--- config.mk ---
export PLATFORM = sky130hd
export DESIGN_NAME = regfile_wb_arbiter
export DESIGN_NICKNAME = d
export VERILOG_FILES = /design/src/rtl/regfile_wb_arbiter.sv
export SDC_FILE = /design/constraint.sdc
export NUM_CORES = 1
export LEC_CHECK = 0
export CAP_MARGIN = 40
export CORE_MARGIN = 5
export CORE_UTILIZATION = 40
export DETAILED_ROUTE_END_ITERATION = 6
export PLACE_DENSITY = 0.85
export SYNTH_ARGS = -nofsm -noshare
export SYNTH_HDL_FRONTEND = slang
export SYNTH_SLANG_ARGS = --single-unit
--- constraint.sdc ---
create_clock -name clock -period 3.6 [get_ports clock]
set_clock_uncertainty 0.1 [all_clocks]
set_input_delay 0.54 -clock clock [delete_from_list [all_inputs] [get_ports clock]]
set_output_delay 0.54 -clock clock [all_outputs]
set_load 0.02 [all_outputs]
--- src/rtl/regfile_wb_arbiter.sv ---
// Write-back arbiter for three requesters (ALU, LSU, MUL) feeding a register bank, with a pending-write scoreboard.
// Build macro WB_ROUND_ROBIN_EN selects round-robin arbitration; default is fixed priority ALU > LSU > MUL.
module regfile_wb_arbiter #(
  parameter int XLEN = 32
) (
  input  logic            clock,
  input  logic            reset,
  input  logic            req_valid_0,
  input  logic [4:0]      req_rd_0,
  input  logic [XLEN-1:0] req_data_0,
  output logic            req_ready_0,
  input  logic            req_valid_1,
  input  logic [4:0]      req_rd_1,
  input  logic [XLEN-1:0] req_data_1,
  output logic            req_ready_1,
  input  logic            req_valid_2,
  input  logic [4:0]      req_rd_2,
  input  logic [XLEN-1:0] req_data_2,
  output logic            req_ready_2,
  input  logic            resv_valid,
  input  logic [4:0]      resv_rd,
  output logic            wb_we,
  output logic [4:0]      wb_sel,
  output logic [XLEN-1:0] wb_data,
  output logic [31:0]     busy
);

  logic [2:0]      valid_s;
  logic [2:0]      grant_s;
  logic            xfer_s;
  logic [4:0]      xfer_rd_s;
  logic [XLEN-1:0] xfer_data_s;
  logic [31:0]     set_mask_s;
  logic [31:0]     clr_mask_s;
  logic [31:0]     busy_next_s;

  assign valid_s = {req_valid_2, req_valid_1, req_valid_0};

`ifdef WB_ROUND_ROBIN_EN
  logic [1:0] last_r;

  // Round-robin grant: search begins one past the last granted requester; nothing granted in reset.
  always_comb begin
    grant_s = 3'b000;
    if (reset) begin
      case (last_r)
        2'd0: begin
          if (valid_s[1])      grant_s = 3'b010;
          else if (valid_s[2]) grant_s = 3'b100;
          else if (valid_s[0]) grant_s = 3'b001;
          else                 grant_s = 3'b000;
        end
        2'd1: begin
          if (valid_s[2])      grant_s = 3'b100;
          else if (valid_s[0]) grant_s = 3'b001;
          else if (valid_s[1]) grant_s = 3'b010;
          else                 grant_s = 3'b000;
        end
        default: begin
          if (valid_s[0])      grant_s = 3'b001;
          else if (valid_s[1]) grant_s = 3'b010;
          else if (valid_s[2]) grant_s = 3'b100;
          else                 grant_s = 3'b000;
        end
      endcase
    end else begin
      grant_s = 3'b000;
    end
  end

  // Last-granted pointer; moves only on a transfer.
  always_ff @(posedge clock or negedge reset) begin
    if (!reset) begin
      last_r <= 2'd2;
    end else if (xfer_s) begin
      if (grant_s[0])      last_r <= 2'd0;
      else if (grant_s[1]) last_r <= 2'd1;
      else                 last_r <= 2'd2;
    end else begin
      last_r <= last_r;
    end
  end
`else
  // Fixed-priority grant ALU > LSU > MUL; nothing granted in reset.
  always_comb begin
    grant_s = 3'b000;
    if (!reset)          grant_s = 3'b000;
    else if (valid_s[0]) grant_s = 3'b001;
    else if (valid_s[1]) grant_s = 3'b010;
    else if (valid_s[2]) grant_s = 3'b100;
    else                 grant_s = 3'b000;
  end
`endif

  assign req_ready_0 = grant_s[0];
  assign req_ready_1 = grant_s[1];
  assign req_ready_2 = grant_s[2];
  assign xfer_s      = |grant_s;

  // Steer the granted requester's destination and data.
  always_comb begin
    xfer_rd_s   = 5'd0;
    xfer_data_s = {XLEN{1'b0}};
    case (grant_s)
      3'b001: begin
        xfer_rd_s   = req_rd_0;
        xfer_data_s = req_data_0;
      end
      3'b010: begin
        xfer_rd_s   = req_rd_1;
        xfer_data_s = req_data_1;
      end
      3'b100: begin
        xfer_rd_s   = req_rd_2;
        xfer_data_s = req_data_2;
      end
      default: begin
        xfer_rd_s   = 5'd0;
        xfer_data_s = {XLEN{1'b0}};
      end
    endcase
  end

  // Write-back stage: x0 transfers are accepted but never raise the write enable.
  always_ff @(posedge clock or negedge reset) begin
    if (!reset) begin
      wb_we   <= 1'b0;
      wb_sel  <= 5'd0;
      wb_data <= {XLEN{1'b0}};
    end else if (xfer_s) begin
      wb_we   <= (xfer_rd_s != 5'd0);
      wb_sel  <= xfer_rd_s;
      wb_data <= xfer_data_s;
    end else begin
      wb_we   <= 1'b0;
      wb_sel  <= wb_sel;
      wb_data <= wb_data;
    end
  end

  // Scoreboard update: a same-cycle reserve overrides the retiring write; x0 never tracked.
  always_comb begin
    set_mask_s  = (resv_valid && (resv_rd != 5'd0)) ? (32'd1 << resv_rd) : 32'd0;
    clr_mask_s  = wb_we ? (32'd1 << wb_sel) : 32'd0;
    busy_next_s = ((busy & ~clr_mask_s) | set_mask_s) & 32'hFFFF_FFFE;
  end

  // Scoreboard register.
  always_ff @(posedge clock or negedge reset) begin
    if (!reset) begin
      busy <= 32'd0;
    end else begin
      busy <= busy_next_s;
    end
  end

endmodule
==> impl_metrics.csv, run 1 <==
group,metric,value,unit
outcome,status,"finished, final reports clean",
placed_design,hpwlAfterDp,8570,µm
global_route,grt_usage,22.3,%
worst_setup_path,critPathMaxStageDelay,0.68,ns
synth,synth_top_area_share,55.7,%
placed_design,gp_congestion,0.890,
pwr,p_per_area,586,nW/µm²
worst_setup_path,worst_r2r_path_depth,4,
synth,syn_nets,421,
routing,wl_per_cell,18.5,µm
synth,postSynthCellCount,299,
routing,detail-route-antenna-nets,0,
worst_setup_path,arrival,1.99,ns
routing,avgViaCountPerCell,5.64,
timing,fmax,380,MHz
synth,syn-cell-area,3100,µm²
clocking,clock-sinks,69,
floorplanning,ios,195,
floorplanning,dieArea,9610,µm²
pwr,p_leak,2.03,nW
worst_setup_path,crit_top_cell,"clkdlybuf4s50_1",
clocking,cts_buffers,9,
worst_setup_path,crit_type,"in -> out",
timing,finalHoldViolCount,0,
synth,avgSynthCellArea,10.4,µm²
timing,max_slew_margin,43.5,%
timing,setup-tns-final,0,ns
floorplanning,rows,32,
placed_design,post-place-cells,579,
pwr,pwr-share-comb,42.1,%
synth,synth.distinct_cells,28,
worst_setup_path,r2r_start,"wb_sel[1]$_DFFE_PN0P_",
synth,synth_top_family_by_area,"compound AO/OA/AOI/OAI gates",
routing,first_pass_iters,7,
synth,yosys-top-cells-area,"dfrtp_1 56%, a222oi_1 12%, o21ai_0 9.9%, a21oi_1 4.5%, nor2_1 3.6%",
synth,yosysSeqAreaShare,55.7,%
pwr,max-vdd-ir-drop,226,µV
clocking,cts_setup_buffers,0,
timing,rsz0062_at_grt,"no",
flow_run,maxCapViolations,0,
timing,tightest_slew,0.848,ns
clocking,cts_tree,"yes",
synth,synth.ff_latch_count,69,
layout,drive_above_1_share,5.48,%
synth,synth_compound_area_share,26.6,%
pwr,netSwitchingFraction,35.2,%
routing,vias,3355,
clocking,cts-root-buf,"clkbuf_8",
layout,n_antenna_cell,0,
worst_setup_path,slowest_stage,"clkdlybuf4s50_1",
timing,finalSetupViolations,0,
pwr,pwr-share-seq,37.5,%
layout,n_fill_cell,559,
floorplanning,die_y,98.0,µm
pwr,p_switching,1.08,mW
global_route,grt_overflow,0,
layout,final_common_cell,"clkdlybuf4s50_1",
synth,synth_adder_area_share,0,%
clocking,cts_hold_buf,0,
synth,yosys-mux-area-fraction,0,%
synth,yosysWarnings,0,
floorplanning,start_util,40.5,%
worst_setup_path,worstPathCellList,"clkdlybuf4s50_1 -> and4bb_2 -> clkdlybuf4s50_1",
global_route,grt_start_max_net_pins,70,
routing,drt_iter0_markers,278,
floorplanning,die_x,98.0,µm
worst_setup_path,worst-path-max-fanout,3,
synth,synth_xor_area_share,0,%
layout,nets,610,
clocking,clk_latency,0.34,ns
layout,final_cells,595,
layout,multiInputGateArea,1240,µm²
worst_setup_path,rrSetupSlack,2.14,ns
worst_setup_path,r2r-end,"busy[24]$_DFF_PN0_",
clocking,cts_resized,0,
worst_setup_path,startpoint_type,"input pin",
clocking,cts_max_path_buffers,2,
worst_setup_path,cp.required,2.96,ns
synth,synth_simple_gate_area_share,13.2,%
pwr,power_frac_clock,20.4,%
placed_design,io_buffer_count,193,
worst_setup_path,critPathCaptureType,"primary output",
floorplanning,design.core.area,7650,µm²
routing,wirelength,11000,µm
global_route,grt_first_pass_wirelength,16900,µm
timing,min_period_over_period,73.1,%
pwr,internal-power,2.00,mW
synth,yosysTopAreaCell,"dfrtp_1",
layout,final_cell_mix,"192 x clkdlybuf4s50_1, 69 x dfrtp_1, 61 x o21ai_0",
timing,slew_viol_final,0,
global_route,antenna_found_initial,0,
clocking,clk_pin_slew,0.08,ns
timing,period_needed,2.63,ns
layout,regArea,1730,µm²
global_route,grt_pass1_vias,3385,
routing,drc,0,
clocking,cts_max_level,3,
layout,syn_to_final_growth,69.5,%
hold_path,min-delay-path-class,"in -> async",
==> cell families (layout without fill, tap and decap cells) <==
logic type | after synthesis | after routing
AND/OR/NAND/NOR | 82 | 82
buffers and inverters | 20 | 214
AO/OA/AOI/OAI | 127 | 127
flip-flops | 69 | 69
other | 1 | 1
==> layout make-up <==
class	instances	share of cell area, %
sequential	69	32.9
multi-input combinational	210	23.5
clock inverter	6	1.19
inverter	1	0.0714
timing repair buffer	197	37.3
tap	102	2.43
clock buffer	10	2.62
==> cells in the mapped netlist <==
cell type / n
or3b_2: 2
and4bb_2: 1
or2_0: 1
a222oi_1: 37
inv_1: 1
nand4_1: 1
nor2_1: 30
or4b_1: 1
buf_2: 7
nand3_1: 7
buf_4: 2
or3_1: 1
nor3_2: 1
nand3b_1: 5
o41ai_1: 1
or3_4: 1
buf_6: 6
and2_1: 1
and3b_4: 1
nand2_1: 23
and3_1: 1
clkbuf_1: 4
nand2b_1: 2
nor2b_1: 3
a21oi_1: 28
conb_1: 1
o21ai_0: 61
dfrtp_1: 69
==> worst max-delay path: cells and delay by family <==
kind / cells / cell delay [ns]
simple gates: 1 / 0.32
buf+inv: 2 / 1.12
==> through the flow <==
| step | power [mW] | utilization, % | setup slack [ns] | area (µm²) | hold WS (ns) |
|---|---|---|---|---|---|
| after global routing | 3.23 | 68.7 | 0.958 | 5250 | 0.394 |
| after floorplan | 1.72 | - | 1.69 | 3100 | 0.144 |
| after CTS | 3.10 | 68.7 | 0.964 | 5250 | 0.345 |
| after global placement | 2.44 | 66.1 | 1.00 | 5050 | 0.361 |
| final | 3.08 | 68.7 | 0.970 | 5250 | 0.335 |
| after detailed placement | 2.47 | 66.1 | 0.930 | 5050 | 0.368 |
==> registers in the layout, indices dropped and copies added, names as in the netlist <==
name     cells
busy        31
wb_data     32
wb_sel       5
wb_we        1
==> worst max path at each step <==
stage	start	end	slack, ns	cells past startpoint
final	req_valid_0	req_ready_2	0.97	3
after global routing	req_valid_0	req_ready_2	0.96	3
after detailed placement	req_valid_0	wb_data[23]$_DFFE_PN0P_	0.93	6
after floorplan	req_valid_0	req_ready_2	1.69	3
after CTS	req_valid_0	req_ready_2	0.96	3
after global placement	req_valid_0	req_ready_2	1.00	3
==> layer usage <==
| metal | share of wire, % | GRT usage [%] | vias up |
|---|---|---|---|
| li1 | - | - | 1535 |
| met4 | 3.6 | 11.2 | 0 |
| met3 | 12 | 7.29 | 30 |
| met5 | 0 | 0 | - |
| met1 | 35 | 24.6 | 1574 |
| met2 | 50 | 38.3 | 216 |
==> power groups by stage <==
stage / clock (mW) / combinational [mW] / sequential [mW]
finish: 0.628 / 1.30 / 1.16
global route: 0.673 / 1.37 / 1.19
CTS: 0.638 / 1.30 / 1.16
detailed placement: 0 / 1.30 / 1.17
global placement: 0 / 1.27 / 1.16
floorplan: 0 / 0.268 / 1.45
Note: power is estimated with default switching activity, not from simulation.
==> run 2: changes to the inputs <==
--- a/config.mk
+++ b/config.mk
@@ -7,9 +7,9 @@
 export LEC_CHECK = 0
 export CAP_MARGIN = 40
 export CORE_MARGIN = 5
-export CORE_UTILIZATION = 40
+export CORE_UTILIZATION = 37
 export DETAILED_ROUTE_END_ITERATION = 6
-export PLACE_DENSITY = 0.85
+export PLACE_DENSITY = 0.79
 export SYNTH_ARGS = -nofsm -noshare
 export SYNTH_HDL_FRONTEND = slang
 export SYNTH_SLANG_ARGS = --single-unit
==> constraint.sdc (replaced) <==
create_clock -name clock -period 2.7 [get_ports clock]
set_clock_uncertainty 0.1 [all_clocks]
set_input_delay 0.405 -clock clock [delete_from_list [all_inputs] [get_ports clock]]
set_output_delay 0.405 -clock clock [all_outputs]
set_load 0.02 [all_outputs]
==> impl_metrics.csv, run 2 (synthesis results as in run 1) <==
group,metric,value,unit
routing,first_pass_iters,7,
timing,setup-tns-final,0,ns
global_route,grt_start_max_net_pins,70,
pwr,max-vdd-ir-drop,256,µV
clocking,cts_max_path_buffers,2,
routing,vias,3314,
placed_design,place_ws,0.171,ns
layout,largest_register_ff_count,32,
global_route,grt_first_pass_wirelength,17500,µm
timing,fmax,423,MHz
global_route,grt_util_met2,38.8,%
layout,final_common_cell,"clkdlybuf4s50_1",
worst_setup_path,arrival,1.86,ns
worst_setup_path,crit_top_cell,"clkdlybuf4s50_1",
global_route,grt-busiest-layer,"met2",
global_route,antenna_found_initial,0,
layout,final_cell_mix,"192 x clkdlybuf4s50_1, 69 x dfrtp_1, 61 x o21ai_0",
global_route,gr-usage-met1,24.9,%
timing,period_needed,2.36,ns
flow_run,maxCapViolations,0,
pwr,pwr-share-seq,38.6,%
clocking,clk_pin_slew,0.07,ns
timing,max_slew_margin,43.3,%
floorplanning,start_util,37.9,%
layout,fin_util,64.2,%
worst_setup_path,cp.required,2.19,ns
routing,wirelength,11400,µm
global_route,grt_pass1_vias,3534,
placed_design,placed_cell_area,5080,µm²
clocking,cts_resized,0,
layout,drive_above_1_share,5.09,%
layout,syn_to_final_growth,69.4,%
global_route,use_met3,6.61,%
layout,reg.largest.list,"wb_data x32, busy x31, wb_sel x5",
worst_setup_path,crit_buf_inv,2,
worst_setup_path,worst-path-max-fanout,3,
pwr,p_per_area,769,nW/µm²
layout,largest-register,"wb_data",
timing,finalHoldViolCount,0,
pwr,pwr-share-comb,42.9,%
routing,avgViaCountPerCell,5.56,
floorplanning,design.core.area,8180,µm²
layout,multiInputGateArea,1240,µm²
routing,drc,7,
layout,n_fill_cell,696,
timing,setup_ws,0.337,ns
pwr,p_leak,2.03,nW
routing,drt_iter0_markers,283,
clocking,cts_max_level,3,
worst_setup_path,startpoint_type,"input pin",
pwr,p_switching,1.43,mW
timing,min_period_over_period,87.5,%
pwr,internal-power,2.61,mW
timing,tightest_slew,0.850,ns
clocking,cts_tree,"yes",
timing,worst_hold_slack,0.199,ns
routing,detail-route-antenna-nets,0,
clocking,clock-sinks,69,
placed_design,hpwlAfterDp,8860,µm
floorplanning,rows,33,
clocking,clk_latency,0.33,ns
hold_path,min-delay-path-class,"in -> async",
placed_design,gp_congestion,0.867,
timing,slew_viol_final,0,
floorplanning,ios,195,
worst_setup_path,critPathCaptureType,"primary output",
worst_setup_path,critPathMaxStageDelay,0.65,ns
layout,n_antenna_cell,0,
routing,wl_per_cell,19.1,µm
clocking,cts_setup_buffers,0,
timing,finalSetupViolations,0,
layout,nets,611,
layout,regArea,1730,µm²
worst_setup_path,worstPathCellList,"clkdlybuf4s50_1 -> and4bb_2 -> clkdlybuf4s50_1",
floorplanning,die_y,102,µm
worst_setup_path,crit_type,"in -> out",
global_route,grt_overflow,0,
placed_design,io_buffer_count,193,
pwr,power_frac_clock,18.5,%
floorplanning,dieArea,10300,µm²
clocking,cts-root-buf,"clkbuf_8",
worst_setup_path,slowest_stage,"clkdlybuf4s50_1",
pwr,netSwitchingFraction,35.3,%
timing,rsz0062_at_grt,"no",
layout,final_area,5250,µm²
clocking,cts_hold_buf,0,
global_route,grt_usage,22.0,%
clocking,cts_buffers,9,
floorplanning,die_x,102,µm
outcome,violations,"DRC",
worst_setup_path,cpLargestDelayFamily,"buffers and inverters",
outcome,status,"finished, violations left",
==> run 2: cell count changes in the layout (fill, tap and decap cells not counted) <==
cell / change
buf_12: +1
bufinv_16: -1
clkbuf_8: +2
clkinv_2: -2
clkinvlp_4: -2
==> run 2: power groups by stage <==
stage	registers, mW	logic [mW]	clock network, mW
2_1_floorplan	1.94	0.358	0
3_3_place_gp	1.56	1.71	0
3_5_place_dp	1.58	1.75	0
4_1_cts	1.56	1.75	0.763
5_1_grt	1.60	1.85	0.801
6_report	1.56	1.73	0.749
==> run 2: area by class of cell <==
| type | count | share of cell area [%] |
|---|---|---|
| Timing Repair Buffer | 198 | 37.7 |
| Sequential cell | 69 | 32.9 |
| Multi-Input combinational cell | 210 | 23.5 |
| Clock buffer | 12 | 3.15 |
| Tap cell | 105 | 2.50 |
| Clock inverter | 1 | 0.143 |
| Inverter | 1 | 0.0715 |
==> run 2: stage by stage <==
step,cells,power [mW]
after CTS,596,4.08
after floorplan,299,2.30
after global placement,583,3.27
after detailed placement,583,3.33
after global routing,596,4.26
final,596,4.04
==> run 2: worst paths after layout <==
check	slack [ns]	startpoint	to	cells past startpoint
worst max-delay path	0.34	req_valid_0	req_ready_2	3
worst min-delay path	0.20	reset	busy[25]$_DFF_PN0_	2
worst max register to register	1.20	wb_we$_DFF_PN0_	busy[25]$_DFF_PN0_	4
worst min register to register	0.39	wb_data[22]$_DFFE_PN0P_	wb_data[22]$_DFFE_PN0P_	2
max in group asynchronous	1.74	reset	wb_data[31]$_DFFE_PN0P_	2
min in group clock	0.39	wb_data[22]$_DFFE_PN0P_	wb_data[22]$_DFFE_PN0P_	2
==> run 2: metal layers <==
metal,vias to the layer above,routed length [µm]
met5,-,0
met4,0,328
met3,24,1090
met2,193,5770
met1,1569,4180
li1,1528,-
==> run 2: worst register-to-register path, cell delays in order, from the launching register on <==
cell	delay, ns
dfrtp_1	0.46
nor2b_1	0.31
nand3_1	0.20
o21ai_0	0.19
o21ai_0	0.11
==> run 3: changes to the inputs <==
--- a/config.mk
+++ b/config.mk
@@ -6,7 +6,7 @@
 export NUM_CORES = 1
 export LEC_CHECK = 0
 export CAP_MARGIN = 40
-export CORE_MARGIN = 5
+export CORE_MARGIN = 1.5
 export CORE_UTILIZATION = 37
 export DETAILED_ROUTE_END_ITERATION = 6
 export PLACE_DENSITY = 0.79
==> impl_metrics.csv, run 3 (synthesis results as in run 1) <==
group,metric,value,unit
timing,min_period_over_period,90.0,%
placed_design,io_buffer_count,193,
worst_setup_path,startpoint_type,"input pin",
clocking,cts_resized,0,
clocking,clk_latency,0.34,ns
timing,fmax,412,MHz
worst_setup_path,worst-path-max-fanout,7,
clocking,clk_pin_slew,0.08,ns
clocking,cts_max_path_buffers,2,
worst_setup_path,critPathMaxStageDelay,0.67,ns
worst_setup_path,r2r-end,"busy[28]$_DFF_PN0_",
layout,drive_above_1_share,5.66,%
floorplanning,ios,195,
clocking,cts_tree,"yes",
routing,vias,3372,
floorplanning,die_x,94.5,µm
worst_setup_path,critical_path.endpoint,"req_ready_2",
timing,worst_hold_slack,0.000828,ns
clocking,cts_buffers,9,
global_route,grt_overflow,0,
timing,finalHoldViolCount,0,
timing,rsz0062_at_grt,"no",
global_route,grt_usage,25.1,%
layout,largest-register,"wb_data",
layout,n_antenna_cell,0,
timing,period_needed,2.43,ns
layout,reg.largest.list,"wb_data x32, busy x31, wb_sel x5",
timing,finalSetupViolations,0,
worst_setup_path,worst_r2r_path_depth,4,
pwr,power_frac_clock,23.6,%
layout,largest_register_ff_count,32,
timing,slew_viol_final,0,
placed_design,hpwlAfterDp,8280,µm
layout,nets,612,
worst_setup_path,r2r_start,"wb_we$_DFF_PN0_",
worst_setup_path,arrival,1.93,ns
pwr,p_leak,2.07,nW
clocking,clock-sinks,69,
pwr,p_per_area,810,nW/µm²
layout,final_area,5320,µm²
routing,detail-route-antenna-nets,0,
pwr,netSwitchingFraction,34.3,%
pwr,pwr-share-seq,36.2,%
timing,setup-tns-final,0,ns
layout,syn_to_final_growth,71.8,%
flow_run,maxCapViolations,0,
floorplanning,start_util,37.9,%
clocking,cts_setup_buffers,0,
global_route,antenna_found_initial,0,
floorplanning,design.core.area,8180,µm²
worst_setup_path,crit_top_cell,"clkdlybuf4s50_1",
worst_setup_path,rrSetupSlack,1.23,ns
floorplanning,rows,33,
pwr,max-vdd-ir-drop,350,µV
pwr,internal-power,2.83,mW
worst_setup_path,worstPathCellList,"clkdlybuf4s50_1 -> and4bb_2 -> clkdlybuf4s50_1",
pwr,p_switching,1.48,mW
routing,drc,0,
floorplanning,dieArea,8930,µm²
floorplanning,die_y,94.5,µm
worst_setup_path,cp.required,2.19,ns
clocking,cts_max_level,3,
layout,final_cell_mix,"192 x clkdlybuf4s50_1, 69 x dfrtp_1, 61 x o21ai_0",
outcome,status,"finished, final reports clean",
routing,first_pass_iters,7,
global_route,grt_start_max_net_pins,57,
routing,avgViaCountPerCell,5.62,
worst_setup_path,path_depth,3,
routing,wl_per_cell,18.3,µm
hold_path,min-delay-path-class,"in -> async",
clocking,cts_hold_buf,0,
worst_setup_path,crit_type,"in -> out",
pwr,pwr-share-comb,40.1,%
global_route,grt_pass1_vias,3308,
routing,drt_iter0_markers,285,
layout,final_common_cell,"clkdlybuf4s50_1",
placed_design,gp_congestion,0.864,
placed_design,placed_cell_area,5080,µm²
worst_setup_path,crit_path_start,"req_valid_0",
worst_setup_path,critPathCaptureType,"primary output",
timing,max_slew_margin,61.2,%
worst_setup_path,crit_buf_inv,2,
routing,wirelength,11000,µm
clocking,cts-root-buf,"clkbuf_8",
global_route,grt_first_pass_wirelength,16900,µm
worst_setup_path,cpLargestDelayFamily,"buffers and inverters",
worst_setup_path,slowest_stage,"clkdlybuf4s50_1",
timing,tightest_slew,0.579,ns
run 3: changes by cell type in the layout (fill, tap and decap cells not counted), sizes merged:
cell    change
clkbuf      -2
buf         +1
bufinv      +3
clkinv      +2
run 3: final cells by class:
type                            count  area (µm²)
Fill cell                         663        2850
Timing Repair Buffer              199        1990
Sequential cell                    69        1730
Multi-Input combinational cell    210        1240
Tap cell                          105         131
Clock buffer                       10         128
Clock inverter                      6         111
Inverter                            1        3.75
run 3: per-layer routing:
layer | GRT usage (%) | wire length, µm | share of wire [%]
met1 | 28.4 | 3960 | 36
met2 | 43.8 | 5730 | 52
met3 | 6.60 | 931 | 8.5
met4 | 12.4 | 350 | 3.2
met5 | 0 | 0 | 0
run 3: worst min path at each step:
stage | start | end | cells after the start
2_1_floorplan | reset | busy[10]$_DFF_PN0_ | 0
3_3_place_gp | wb_data[7]$_DFFE_PN0P_ | wb_data[7]$_DFFE_PN0P_ | 2
3_5_place_dp | wb_data[7]$_DFFE_PN0P_ | wb_data[7]$_DFFE_PN0P_ | 2
4_1_cts | reset | wb_data[10]$_DFFE_PN0P_ | 2
5_1_grt | reset | wb_data[10]$_DFFE_PN0P_ | 2
6_report | reset | wb_data[10]$_DFFE_PN0P_ | 2
run 3: worst register-to-register path: stages, from the launching register on:
cell and delay [ns]:
dfrtp_1 0.44, nor2b_1 0.30, nand3_1 0.20, o21ai_0 0.19
o21ai_0 0.11
run 3: power groups by stage:
stage	registers, mW	logic (mW)	clock network, mW
after floorplan	1.94	0.358	0
after global placement	1.56	1.69	0
after detailed placement	1.58	1.73	0
after CTS	1.56	1.74	1.03
after global routing	1.60	1.86	1.08
final	1.56	1.73	1.02
run 3: through the flow:
step	util (%)	total power [mW]	setup slack, ns	std cells
CTS	65.1	4.33	0.249	600
detailed placement	62.2	3.31	0.146	584
global route	65.1	4.54	0.213	600
global placement	62.0	3.24	0.222	583
floorplan	-	2.30	1.06	299
finish	65.1	4.31	0.270	600
